==> src/rtl/serial_word_comparator.sv <==
// Bit-serial magnitude comparator for framed WIDTH-bit words, MSB/LSB-first, unsigned/signed.
// Registered less/great/equal verdict, bit counter, busy and one-cycle done pulse.
module serial_word_comparator #(
   parameter int unsigned WIDTH             = 8,
   parameter bit          MSB_FIRST_DEFAULT = 1'b1
) (
   input  logic                     i_clk,
   input  logic                     i_reset,
   input  logic                     i_start,
   input  logic                     i_valid,
   input  logic                     i_a,
   input  logic                     i_b,
   input  logic                     i_mode_override,
   input  logic                     i_lsb_first,
   input  logic                     i_signed_mode,
   output logic                     o_less_out,
   output logic                     o_great_out,
   output logic                     o_equal_out,
   output logic                     o_busy,
   output logic                     o_done,
   output logic [$clog2(WIDTH)-1:0] o_bit_count
);

   localparam int unsigned CW = $clog2(WIDTH);
   localparam logic [CW-1:0] LastIdx = CW'(WIDTH - 1);

   typedef enum logic {StIdle, StRun} state_e;

   state_e        r_state, w_state_d;
   logic [CW-1:0] r_bit_count, w_bit_count_d;
   logic          r_less, w_less_d;
   logic          r_great, w_great_d;
   logic          r_done, w_done_d;
   logic          r_lsb, w_lsb_d;
   logic          r_signed, w_signed_d;

   logic w_consume;
   logic w_word_end;
   logic w_last_bit;
   logic w_lsb_sel;
   logic w_sgn_sel;
   logic w_prev_less;
   logic w_prev_great;

   always_comb begin
      w_state_d     = r_state;
      w_bit_count_d = r_bit_count;
      w_less_d      = r_less;
      w_great_d     = r_great;
      w_done_d      = 1'b0;
      w_lsb_d       = r_lsb;
      w_signed_d    = r_signed;

      w_consume  = i_valid && (i_start || (r_state == StRun));
      w_word_end = (r_state == StRun) && (r_bit_count == LastIdx);
      // A start bit always begins a new word, so it is never the final bit of one.
      w_last_bit = w_word_end && !i_start;

      w_lsb_sel    = i_start ? (i_mode_override ? i_lsb_first : !MSB_FIRST_DEFAULT) : r_lsb;
      w_sgn_sel    = i_start ? i_signed_mode : r_signed;
      w_prev_less  = i_start ? 1'b0 : r_less;
      w_prev_great = i_start ? 1'b0 : r_great;

      if (w_consume) begin
         w_done_d = w_word_end;
         if (i_start) begin
            w_state_d     = StRun;
            w_bit_count_d = CW'(1);
            w_lsb_d       = w_lsb_sel;
            w_signed_d    = w_sgn_sel;
         end else if (w_word_end) begin
            w_state_d     = StIdle;
            w_bit_count_d = '0;
         end else begin
            w_bit_count_d = r_bit_count + CW'(1);
         end

         w_less_d  = w_prev_less;
         w_great_d = w_prev_great;
         if (i_a != i_b) begin
            if (w_lsb_sel) begin
               // Later bits carry more weight; the sign bit arrives last and inverts the sense.
               w_great_d = i_a ^ (w_sgn_sel & w_last_bit);
               w_less_d  = !w_great_d;
            end else if (!w_prev_less && !w_prev_great) begin
               w_great_d = i_a ^ (w_sgn_sel & i_start);
               w_less_d  = !w_great_d;
            end
         end
      end
   end

   always_ff @(posedge i_clk or negedge i_reset) begin
      if (!i_reset) begin
         r_state     <= StIdle;
         r_bit_count <= '0;
         r_less      <= 1'b0;
         r_great     <= 1'b0;
         r_done      <= 1'b0;
         r_lsb       <= !MSB_FIRST_DEFAULT;
         r_signed    <= 1'b0;
      end else begin
         r_state     <= w_state_d;
         r_bit_count <= w_bit_count_d;
         r_less      <= w_less_d;
         r_great     <= w_great_d;
         r_done      <= w_done_d;
         r_lsb       <= w_lsb_d;
         r_signed    <= w_signed_d;
      end
   end

   assign o_less_out  = r_less;
   assign o_great_out = r_great;
   assign o_equal_out = !(r_less || r_great);
   assign o_busy      = (r_state == StRun);
   assign o_done      = r_done;
   assign o_bit_count = r_bit_count;

endmodule

==> config.mk <==
export PLATFORM = sky130hd
export DESIGN_NAME = serial_word_comparator
export DESIGN_NICKNAME = d
export VERILOG_FILES = /design/src/rtl/serial_word_comparator.sv
export SDC_FILE = /design/constraint.sdc
export NUM_CORES = 1
export LEC_CHECK = 0
export ABC_AREA = 1
export CORE_MARGIN = 4
export CORE_UTILIZATION = 28
export CTS_BUF_LIST = sky130_fd_sc_hd__clkbuf_8 sky130_fd_sc_hd__clkbuf_16
export CTS_CLUSTER_DIAMETER = 100
export DETAILED_ROUTE_END_ITERATION = 8
export PLACE_DENSITY = 0.51
export SYNTH_ARGS = -nofsm -noshare
export SYNTH_HDL_FRONTEND = slang
export SYNTH_SLANG_ARGS = --single-unit
==> constraint.sdc <==
create_clock -name i_clk -period 1.8 [get_ports i_clk]
set_input_delay 0.36 -clock i_clk [delete_from_list [all_inputs] [get_ports i_clk]]
set_output_delay 0.36 -clock i_clk [all_outputs]
set_load 0.05 [all_outputs]
**Word level (Yosys, flattened, before mapping)**

Cells that the tools add are included.

- Bits in registers: 9
- Bits of input ports: 9

- Add/sub/neg operators: 1
- Equality and inequality tests: 2
- Multiplexer cells: 16
- Bitwise logic cells: 4
- Reduce and logical (&&, ||, !) cells: 15

Operators with widths:

| kind | number |
|---|---|
| two-way mux 1 bit | 14 |
| zero test 1 bit | 6 |
| two-way mux 3 bit | 2 |
| logical AND 1 bit | 4 |
| AND reduction 2 bit | 2 |
| adder 3 x 1 -> 3 bit, second input constant | 1 |
| equality test 3 bit, second input constant | 1 |
| AND 1 bit | 2 |
| logical OR 1 bit | 2 |
| nonzero test 2 bit | 1 |
| XOR 1 bit | 2 |
| != test 1 bit | 1 |

**Longest topological paths before layout**

Gate-level depths: netlist of the first run.

- Word-level depth: 8
- Depth in mapped cells: 12
- Depth with buffers taken out: 12

**Worst setup path before layout of the first run**

Ideal clock, no wire load.

- Path type: register -> register
- Start point: register r_bit_count[0] (netlist: o_bit_count[0])
- End point: register r_less (netlist: o_less_out)
- Library setup time: 0.119 ns
- Arrival: 1.559 ns
- Data required time: 1.681 ns
- Slack: 0.122 ns
- Cell stages (with the launch flop): 12
- Cells stage by stage: dfrtp_1 ha_1 ha_1 nand2_1 inv_1 nand2_1 nand2_1 nand2_1 nand2_1 nand2_1 nor2_1 nor2_1

- Word-level cells in the longest chain between the ends: 8

Ends and longest elaborated chain:

| element | RTL line | source |
|---|---|---|
| start, declared | 30 | `logic [CW-1:0] r_bit_count, w_bit_count_d;` |
| start signal, assigned | 104 | `r_bit_count <= w_bit_count_d;` |
| equality test 3 bit | 55 | `w_word_end = (r_state == StRun) && (r_bit_count == LastIdx);` |
| logical AND 1 bit | 55 |  |
| logical AND 1 bit | 57 | `w_last_bit = w_word_end && !i_start;` |
| AND 1 bit | 83 | `w_great_d = i_a ^ (w_sgn_sel & w_last_bit);` |
| XOR 1 bit | 83 |  |
| zero test 1 bit | 84 | `w_less_d = !w_great_d;` |
| two-way mux 1 bit | 81 | `if (w_lsb_sel) begin` |
| two-way mux 1 bit | 80 | `if (i_a != i_b) begin` |
| end signal, assigned | 105 | `r_less <= w_less_d;` |
| end, declared | 31 | `logic r_less, w_less_d;` |

No other way between the ends.
A chain may end at the register's enable or synchronous reset.

**Worst setup path after layout of the first run**

- Start point: register r_bit_count[0] (netlist: o_bit_count[0])
- End point: register r_great (netlist: o_great_out)

- Word-level cells in the longest chain between the ends: 7

Ends and longest elaborated chain:

| element | RTL line | source |
|---|---|---|
| equality test 3 bit | 55 |  |
| logical AND 1 bit | 55 |  |
| logical AND 1 bit | 57 |  |
| AND 1 bit | 83 |  |
| XOR 1 bit | 83 |  |
| two-way mux 1 bit | 81 |  |
| two-way mux 1 bit | 80 |  |
| end signal, assigned | 106 | `r_great <= w_great_d;` |
| end, declared | 32 | `logic r_great, w_great_d;` |

No other way between the ends.

==> flow_metrics.py, run 1 <==
metrics = {
    "run_status": {
        "status": "completed",
    },
    "detailed_routing": {
        "drt_pass1_iterations": 4,
        "final_antenna_net_count": 0,
        "post-route-drc-count": 0,
        "wl_um": 1210,
        "vias": 506,
        "via_per_inst": 4.22,
        "wire_per_inst_um": 10.0,
        "drt_iter0_drc": 17,
    },
    "finish": {
        "fin_nets": 107,
        "layout-drive-gt1-share": 0.189,
        "antenna_cells": 0,
        "fillers": 180,
        "utilization": 0.437,
        "syn2layout_area_growth_pct": 44.9,
    },
    "sta": {
        "finalSetupTns_ns": 0,
        "rsz0062_at_grt": "no",
        "setup_violations": 0,
        "hold_viol_final": 0,
        "min_period_over_period": 0.843,
        "fin_crit_ns": 1.52,
        "clock_skew_ns": 0.00185,
        "max_slew_margin": 0.717,
        "worst_slew_pin_slew_ns": 0.423,
        "fin_hold_ws_ns": 0.435,
        "slew_violations": 0,
        "setup_ws_ns": 0.282,
        "clock.fmax_mhz": 659,
    },
    "global_route": {
        "grt_pass1_wl_um": 1990,
        "grt_pass1_vias": 454,
        "gr-usage-all-layers": 0.103,
        "antenna_found_initial": 0,
        "grt_max_degree": 10,
        "grt_overflow": 0,
    },
    "floorplanning": {
        "dieWidth_um": 51.4,
        "rows": 15,
        "die_area_mm2": 0.00264,
        "ios": 17,
        "coreArea_mm2": 0.00175,
        "die_h_um": 51.4,
        "start_util": 0.302,
    },
    "yosys": {
        "syn-num-nets": 85,
        "synth.cell_area_um2": 527,
        "yosysWarningCount": 0,
        "synth.avg_cell_area_um2": 7.12,
        "ys_seq_area_frac": 0.428,
        "postSynthCellCount": 74,
        "yosysUniqueCellTypes": 15,
        "yosys_register_bits": 9,
    },
    "worst_setup_path": {
        "path_cells": "ha_1 -> ha_1 -> nand2_1 -> inv_1 -> nand2_1 -> nand2_1 -> nand2_1 -> nand2_1 -> nand2_1 -> inv_1 -> nand2_1 -> nand2_1",
        "path_max_fanout": 4,
        "worst_setup_path_end_kind": "flip-flop",
        "crit_path_frequent_cell": "nand2_1",
        "worst-endpoint-arrival_ns": 1.64,
        "worst_path_max_delay_cell": "dfrtp_1",
        "startpoint_type": "flip-flop",
        "cpPeakStageDelay_ns": 0.40,
        "worstSetupPathType": "flip-flop to flip-flop",
        "required_ns": 1.92,
    },
    "placed_design": {
        "place.gp.congestion": 0.708,
        "port-buffer-count": 16,
        "dp_hpwl_um": 969,
        "pre_cts_slack_ns": 0.0621,
    },
    "clock_tree": {
        "ctsHoldBuffers": 0,
        "cts_buffer_depth": 2,
        "post_cts_buffers": 0,
        "clk_latency_ns": 0.23,
        "cts_tree": "yes",
        "clk_pin_slew_worst_paths_ns": 0.05,
        "cts_resized": 0,
        "cts_buffers": 3,
        "htreeDepth": 1,
        "cts-root-buf": "clkbuf_8",
        "cts_sinks": 9,
    },
    "pwr": {
        "powerDensity_mw_per_mm2": 1080,
        "p_leak_nw": 0.416,
        "vdd_ir_drop_max_mv": 0.757,
    },
    "flow_run": {
        "maxCapViolCount": 0,
    },
    "hold_path": {
        "holdCritPathClass": "input pin to asynchronous set/reset pin",
    },
}
[routing by layer]
| layer | part of all wire | wire [um] | GRT usage | vias to the layer above |
|---|---|---|---|---|
| li1 | - | - | - | 278 |
| met1 | 0.46 | 552 | 0.130 | 217 |
| met2 | 0.48 | 578 | 0.155 | 11 |
| met3 | 0.061 | 74 | 0.0583 | 0 |
| met4 | 0 | 0 | 0.0131 | 0 |
| met5 | 0 | 0 | 0 | - |
[area by class of cell]
type | count | area (um2) | share of cell area
multi-input combinational | 54 | 260 | 0.341
sequential | 9 | 225 | 0.295
clock buffer | 3 | 41.3 | 0.0541
tap | 25 | 31.3 | 0.0410
inverter | 11 | 41.3 | 0.0541
clock inverter | 1 | 3.75 | 0.00492
timing repair buffer | 17 | 160 | 0.210
[state kept, by name, summed over array words and instances, names as in the netlist]
register     flops
r_lsb            1
o_great_out      1
o_less_out       1
o_done           1
o_busy           1
r_signed         1
o_bit_count      3
[cell usage in the layout, fill, tap and decap left out]
cell type and n:
buf_12 1, o21ai_0 4, clkbuf_8 3, nand2_1 25, clkdlybuf4s50_1 8, nor2_1 7, o22ai_1 1, nand2_2 3
nand3_1 7, nand4_1 1, inv_2 1, dfrtp_1 9, ha_1 2, a211o_1 1, nor2_2 1, buf_4 8
nor3_1 1, o21ai_2 1, inv_1 11
[report_power, final]
group	internal [mW]	leakage, nW	switching [mW]	total, mW
combinational	0.118	0.278	0.209	0.328
sequential	0.237	0.110	0.0317	0.269
clock	0.148	0.0269	0.0780	0.226
[worst paths after layout]
path,slack (ns),endpoint,cells after the start,startpoint
worst max-delay path,0.28,o_great_out$_DFFE_PN0P_,12,o_bit_count[0]$_DFFE_PN0P_
worst min-delay path,0.44,o_bit_count[2]$_DFFE_PN0P_,1,i_reset
worst max register to register,0.28,o_great_out$_DFFE_PN0P_,12,o_bit_count[0]$_DFFE_PN0P_
worst min register to register,0.52,o_bit_count[2]$_DFFE_PN0P_,2,o_bit_count[2]$_DFFE_PN0P_
max in group asynchronous,1.07,o_great_out$_DFFE_PN0P_,1,i_reset
min in group i_clk,0.52,o_bit_count[2]$_DFFE_PN0P_,2,o_bit_count[2]$_DFFE_PN0P_
[worst max-delay path, delay by kind of cell (launching register included)]
family        cells  cell delay [ns]
buf+inv           2             0.13
fa+ha+maj         2             0.38
flops             1             0.40
simple gates      8             0.51
[cell usage after synthesis, drive strengths merged]
library cell | n | share of area
o21ai | 5 | 0.055
inv | 11 | 0.078
nand4 | 1 | 0.012
nand3 | 7 | 0.067
dfrtp | 9 | 0.43
o22ai | 1 | 0.012
nand2 | 28 | 0.21
a211o | 1 | 0.017
nor3 | 1 | 0.0095
ha | 2 | 0.047
nor2 | 8 | 0.062
[kinds of logic after synthesis]
family,Yosys count,share of synthesized area
AND/OR/NAND/NOR,45,0.363
buffers and inverters,11,0.0784
flip-flops,9,0.428
AO/OA/AOI/OAI,7,0.0832
adder cells (fa/ha/maj),2,0.0475
[stage by stage]
stage / power [mW] / cells / cell area (um2)
floorplan: 0.477 / 74 / 527
global placement: 0.606 / 116 / 718
detailed placement: 0.604 / 116 / 718
CTS: 0.838 / 120 / 763
global route: 0.877 / 120 / 763
finish: 0.823 / 120 / 763
(Power assumes the default switching activity.)
==> run 2: changes to the inputs <==
==> constraint.sdc (replaced) <==
create_clock -name i_clk -period 1.5 [get_ports i_clk]
set_input_delay 0.3 -clock i_clk [delete_from_list [all_inputs] [get_ports i_clk]]
set_output_delay 0.3 -clock i_clk [all_outputs]
set_load 0.05 [all_outputs]
==> flow_metrics.py, run 2 (same netlist as run 1, synthesis figures left out) <==
metrics = {
    "floorplanning": {
        "coreArea_mm2": 0.00175,
        "rows": 15,
        "die_h_um": 51.4,
        "ios": 17,
        "dieWidth_um": 51.4,
        "die_area_mm2": 0.00264,
        "start_util": 0.302,
    },
    "finish": {
        "layout-drive-gt1-share": 0.314,
        "final_cell_mix": "nand2_1, inv_1, buf_12, buf_4",
        "fin_nets": 114,
        "antenna_cells": 0,
        "final_common_cell": "nand2_1",
        "seq_area_um2": 228,
        "fillers": 166,
        "syn2layout_area_growth_pct": 76.2,
        "multi_input_area_um2": 280,
        "largest_reg_flops": 3,
    },
    "flow_run": {
        "maxCapViolCount": 0,
    },
    "clock_tree": {
        "cts_buffers": 3,
        "cts_sinks": 9,
        "cts-root-buf": "clkbuf_8",
        "ctsHoldBuffers": 0,
        "htreeDepth": 1,
        "post_cts_buffers": 0,
        "clk_latency_ns": 0.23,
        "cts_tree": "yes",
        "cts_resized": 0,
        "cts_buffer_depth": 2,
        "clk_pin_slew_worst_paths_ns": 0.05,
    },
    "detailed_routing": {
        "wl_um": 1250,
        "drt_pass1_iterations": 4,
        "vias": 561,
        "wire_per_inst_um": 9.82,
        "via_per_inst": 4.42,
        "drt_iter0_drc": 3,
        "final_antenna_net_count": 0,
        "post-route-drc-count": 0,
    },
    "sta": {
        "min_period_over_period": 0.906,
        "rsz0062_at_grt": "no",
        "setup_violations": 0,
        "clock_skew_ns": 0.00526,
        "worst_slew_pin_slew_ns": 0.429,
        "clock.fmax_mhz": 736,
        "max_slew_margin": 0.713,
        "finalSetupTns_ns": 0,
        "hold_viol_final": 0,
        "slew_violations": 0,
        "fin_crit_ns": 1.36,
    },
    "placed_design": {
        "dp_hpwl_um": 1040,
        "place.gp.congestion": 0.775,
        "port-buffer-count": 16,
    },
    "global_route": {
        "grt_overflow": 0,
        "grt_max_degree": 10,
        "antenna_found_initial": 0,
        "gr-usage-all-layers": 0.107,
        "grt_pass1_vias": 521,
        "grt_pass1_wl_um": 2180,
    },
    "worst_setup_path": {
        "r2r_setup_slack_ns": 0.14,
        "worst-endpoint-arrival_ns": 1.48,
        "worst_setup_path_end_kind": "flip-flop",
        "reg2reg_depth": 12,
        "required_ns": 1.62,
        "startpoint_type": "flip-flop",
        "worstSetupPathType": "flip-flop to flip-flop",
        "startpoint": "o_bit_count[0]$_DFFE_PN0P_",
        "setup.worst_path.end": "o_great_out$_DFFE_PN0P_",
        "r2r-end": "o_great_out$_DFFE_PN0P_",
        "reg2reg_from": "o_bit_count[0]$_DFFE_PN0P_",
        "path_max_fanout": 3,
    },
    "hold_path": {
        "holdCritPathClass": "input pin to asynchronous set/reset pin",
    },
    "pwr": {
        "p_total_mw": 1.14,
        "vdd_ir_drop_max_mv": 0.809,
        "powerDensity_mw_per_mm2": 1230,
        "p_leak_nw": 0.479,
    },
    "run_status": {
        "status": "completed",
    },
}
[run 2: cell count changes in the layout (fill, tap and decap cells not counted), sizes merged]
cell           delta
buf               +7
clkdlybuf4s50     -1
dlymetal6s2s      +1
[run 2: metal layers]
| metal | up-vias | wire, um | GRT usage |
|---|---|---|---|
| met5 | - | 0 | 0 |
| met4 | 0 | 0 | 0.0131 |
| met3 | 0 | 82 | 0.0321 |
| met2 | 14 | 597 | 0.172 |
| met1 | 256 | 567 | 0.145 |
| li1 | 291 | - | - |
[run 2: how the worst min path moves through the flow]
stage	startpoint	to	depth (start not counted)
3_5_place_dp	r_lsb$_DFFE_PN0P_	r_lsb$_DFFE_PN0P_	2
6_report	i_reset	r_signed$_DFFE_PN0P_	1
5_1_grt	i_reset	r_signed$_DFFE_PN0P_	1
3_3_place_gp	r_lsb$_DFFE_PN0P_	r_lsb$_DFFE_PN0P_	2
4_1_cts	i_reset	r_signed$_DFFE_PN0P_	1
2_1_floorplan	i_reset	o_bit_count[0]$_DFFE_PN0P_	0
[run 2: layout make-up]
class / instances / share of cell area
clock buffer: 3 / 0.0445
sequential: 9 / 0.245
multi-input combinational: 54 / 0.302
clock inverter: 1 / 0.00404
tap: 25 / 0.0337
inverter: 11 / 0.0445
timing repair buffer: 24 / 0.326
[run 2: metrics by stage]
step | hold slack (ns) | utilization | setup slack (ns) | instances | instance area [um2]
6_report | 0.376 | 0.532 | 0.142 | 127 | 928
3_3_place_gp | 0.505 | 0.505 | -0.197 | 123 | 881
2_1_floorplan | 0.00441 | - | -0.0116 | 74 | 549
5_1_grt | 0.437 | 0.532 | 0.0445 | 127 | 928
4_1_cts | 0.395 | 0.530 | 0.0652 | 127 | 926
3_5_place_dp | 0.511 | 0.505 | -0.181 | 123 | 881
[run 2: worst max-delay path: stages, from the launching register on]
cell	delay [ns]
dfrtp_2	0.40
ha_2	0.20
ha_4	0.15
nand2_2	0.07
inv_2	0.05
nand2_1	0.05
nand2_1	0.04
nand2_1	0.06
nand2_1	0.05
nand2_1	0.07
inv_1	0.04
nand2_1	0.04
nand2_1	0.04
[run 2: where the power goes]
part	switching, mW	internal [mW]	total (mW)
clock	0.0987	0.179	0.277
sequential	0.0511	0.286	0.338
combinational	0.270	0.257	0.526
==> run 3: changes to the inputs <==
==> constraint.sdc (replaced) <==
create_clock -name i_clk -period 1.8 [get_ports i_clk]
set_input_delay 0.36 -clock i_clk [delete_from_list [all_inputs] [get_ports i_clk]]
set_output_delay 0.36 -clock i_clk [all_outputs]
set_load 0.05 [all_outputs]
==> results of run 3 <==
Final layout, timing and power as in run 1 (identical DEF).
==> variant (settings of run 2) <==
Set the parameter `MSB_FIRST_DEFAULT` to 1'b0 (it was 1'b1).
--- a/src/rtl/serial_word_comparator.sv
+++ b/src/rtl/serial_word_comparator.sv
@@ -3,5 +3,5 @@
 module serial_word_comparator #(
    parameter int unsigned WIDTH             = 8,
-   parameter bit          MSB_FIRST_DEFAULT = 1'b1
+   parameter bit          MSB_FIRST_DEFAULT = 1'b0
 ) (
    input  logic                     i_clk,
Formal check against the unedited RTL: not equivalent (Yosys sat finds a counterexample within 4 cycles, from zero or initial values and one cycle with i_reset low).
==> variant against run 2 <==
Die area is 3.8% higher; synthesized cell count is 5.4% higher; via count grew 0.18%; combinational power decreased by 5.1%; synthesized area grew 4.5%; final area is 0.54% lower; global-route usage up 0.48 points; sequential cell count unchanged; sequential share of layout area grew 0.27 points; wire length up 5.9%; power shrank 1.4%; hold slack got worse by 0.0050 ns; setup slack got worse by 0.023 ns; critical path type unchanged; largest cell class is now multi-input gates.
==> variant: results (changes against run 2) <==
* Max reg flops at 3 (unchanged)
* Root Driver: clkbuf_8
* DRC at 0 (unchanged)
* Worst slew pin tran at 0.438 ns (+0.00941 ns)
* Area after DPL at 875 um^2 (-0.71%)
* XOR/XNOR Fraction of Synth Area at 0% (unchanged)
* # fillers at 180 (+8.4%)
* Total gr overflow at 0 (unchanged)
* Post-DP HPWL at 1090 um (+4.7%)
* Vias at 562 (+0.18%)
* Clk_skew at 0.00626 ns (+0.00100 ns)
* Per-cell routed wire length at 10.2 um (+4.3%)
* Synthesized net count at 89 (+4.7%)
* PortBufs at 16 (unchanged)
* Clock Pin Slew Worst Setup and Hold Paths at 0.05 ns (about the same)
* Most instantiated cells after synthesis: 26 x nand2_1, 9 x inv_1, 9 x nor2_1
* Vias in the first global route at 530 (+1.7%)
* Clock Latency Late Sink at 0.24 ns
* Drt pass-1 iters at 4 (unchanged)
* Global-route wire length before repair at 2260 um (+3.5%)
* Sequential cell area fraction in the yosys report at 41.1% (-1.6 points)
* Proportion of layout cells with a drive suffix above 1 at 29.8% (-1.6 points)
* CTS Buf Count at 3 (unchanged)
* Total GRT Usage at 11.2% (+0.48 points)
* Nets at 116 (+1.8%)
* Mux share of post-synthesis cell area at 0% (unchanged)
* Crit path max fanout at 3 (unchanged)
* Ys async rst share at 100% (unchanged)
* WP data arrival at 1.50 ns (+0.02 ns)
* Clock tree buffer depth at 2 (unchanged)
* Synth area leaders: dfrtp_1 36%, nand2_1 18%, nand3_1 7.3%, inv_1 6.1%, nor2_1 6.1%
* H-tree levels at 1 (unchanged)
* Synth Flop Type: dfrtp_1
* Sw frac at 37.1% (+0.33 points)
* Setup repair bufs after CTS at 0 (unchanged)
* # diodes at 0 (unchanged)
* Initial antenna violation count at 0 (unchanged)
* Placer Congestion at 0.857 (+11%)
* Leak pwr at 0.479 nW (+0.11%)
* Status: completed
* Hold Path Class: primary input to asynchronous set/reset pin
* Post-synthesis compound-gate area fraction at 8.18% (-0.13 points)
* Worst vdd ir at 0.697 mV (-14%)
* Ys Warns at 0 (unchanged)
* Largest net degree at the start of global routing at 10 (unchanged)
* Synth cell types at 15 (unchanged)
* Initial drt markers at 7 (+4)
* Post-Synth Adder-Cell Area at 4.55% (-0.21 points)
## variant: power groups by stage
stage,clock network [mW],registers [mW],logic [mW]
finish,0.290,0.336,0.499
global route,0.312,0.344,0.536
CTS,0.297,0.338,0.505
detailed placement,0,0.342,0.504
global placement,0,0.341,0.504
floorplan,0,0.435,0.150
## variant: final timing paths
path / start / depth (start not counted) / to / slack (ns)
max: o_bit_count[0] / 10 / o_less_out / 0.12
min: i_reset / 1 / o_done / 0.37
max reg2reg: o_bit_count[0] / 10 / o_less_out / 0.12
min reg2reg: r_lsb / 2 / r_lsb / 0.49
max in group asynchronous: i_reset / 1 / r_lsb / 0.79
min in group i_clk: i_start / 3 / r_signed / 0.48
## variant: repair_timing
item | in CTS | in global routing
endpoints found under the setup margin | 0 | 1
endpoints found under the hold margin | 0 | 0
hold buffers | 0 | 0
gates resized for setup | 0 | 1
## variant: layout make-up
class	instances	area, um^2	share of cell area, %
Multi-Input combinational cell	58	288	31.2
Timing Repair Buffer	22	288	31.2
Sequential cell	9	229	24.8
Clock buffer	3	41.3	4.47
Inverter	11	41.3	4.47
Tap cell	25	31.3	3.39
Clock inverter	1	5.00	0.542
## variant: cells by family after synthesis
family / after synthesis
and+or+nand+nor: 48
buffers and inverters: 11
DFF: 9
AOI/OAI and AO/OA: 8
adders and majority gates: 2
## variant: per-stage QoR
step / hold slack (ns) / std cells / TNS [ns] / setup slack, ns
3_5_place_dp: 0.482 / 125 / -0.233 / -0.111
2_1_floorplan: 0.00441 / 78 / -0.0363 / -0.0363
5_1_grt: 0.408 / 129 / 0 / 0.0131
4_1_cts: 0.391 / 129 / 0 / 0.106
6_report: 0.371 / 129 / 0 / 0.119
3_3_place_gp: 0.486 / 125 / -0.210 / -0.0989
## variant: metal layers
layer  global-route usage (%)  wire length [um]  share of wire [%]
met2                     17.6               574                 43
met4                     5.11                24                1.8
met3                     2.85                52                3.9
met5                        0                 0                  0
met1                     14.2               669                 51
## variant: worst max-delay path, stage by stage, from the launching register on
cell and delay, ns:
dfrtp_2 0.40, ha_2 0.18, ha_1 0.16, nand2_1 0.08, inv_1 0.06, nand3_1 0.08
nand2_1 0.07, nand2_2 0.06, nand2_1 0.04, nor2_1 0.10, nor2_1 0.04
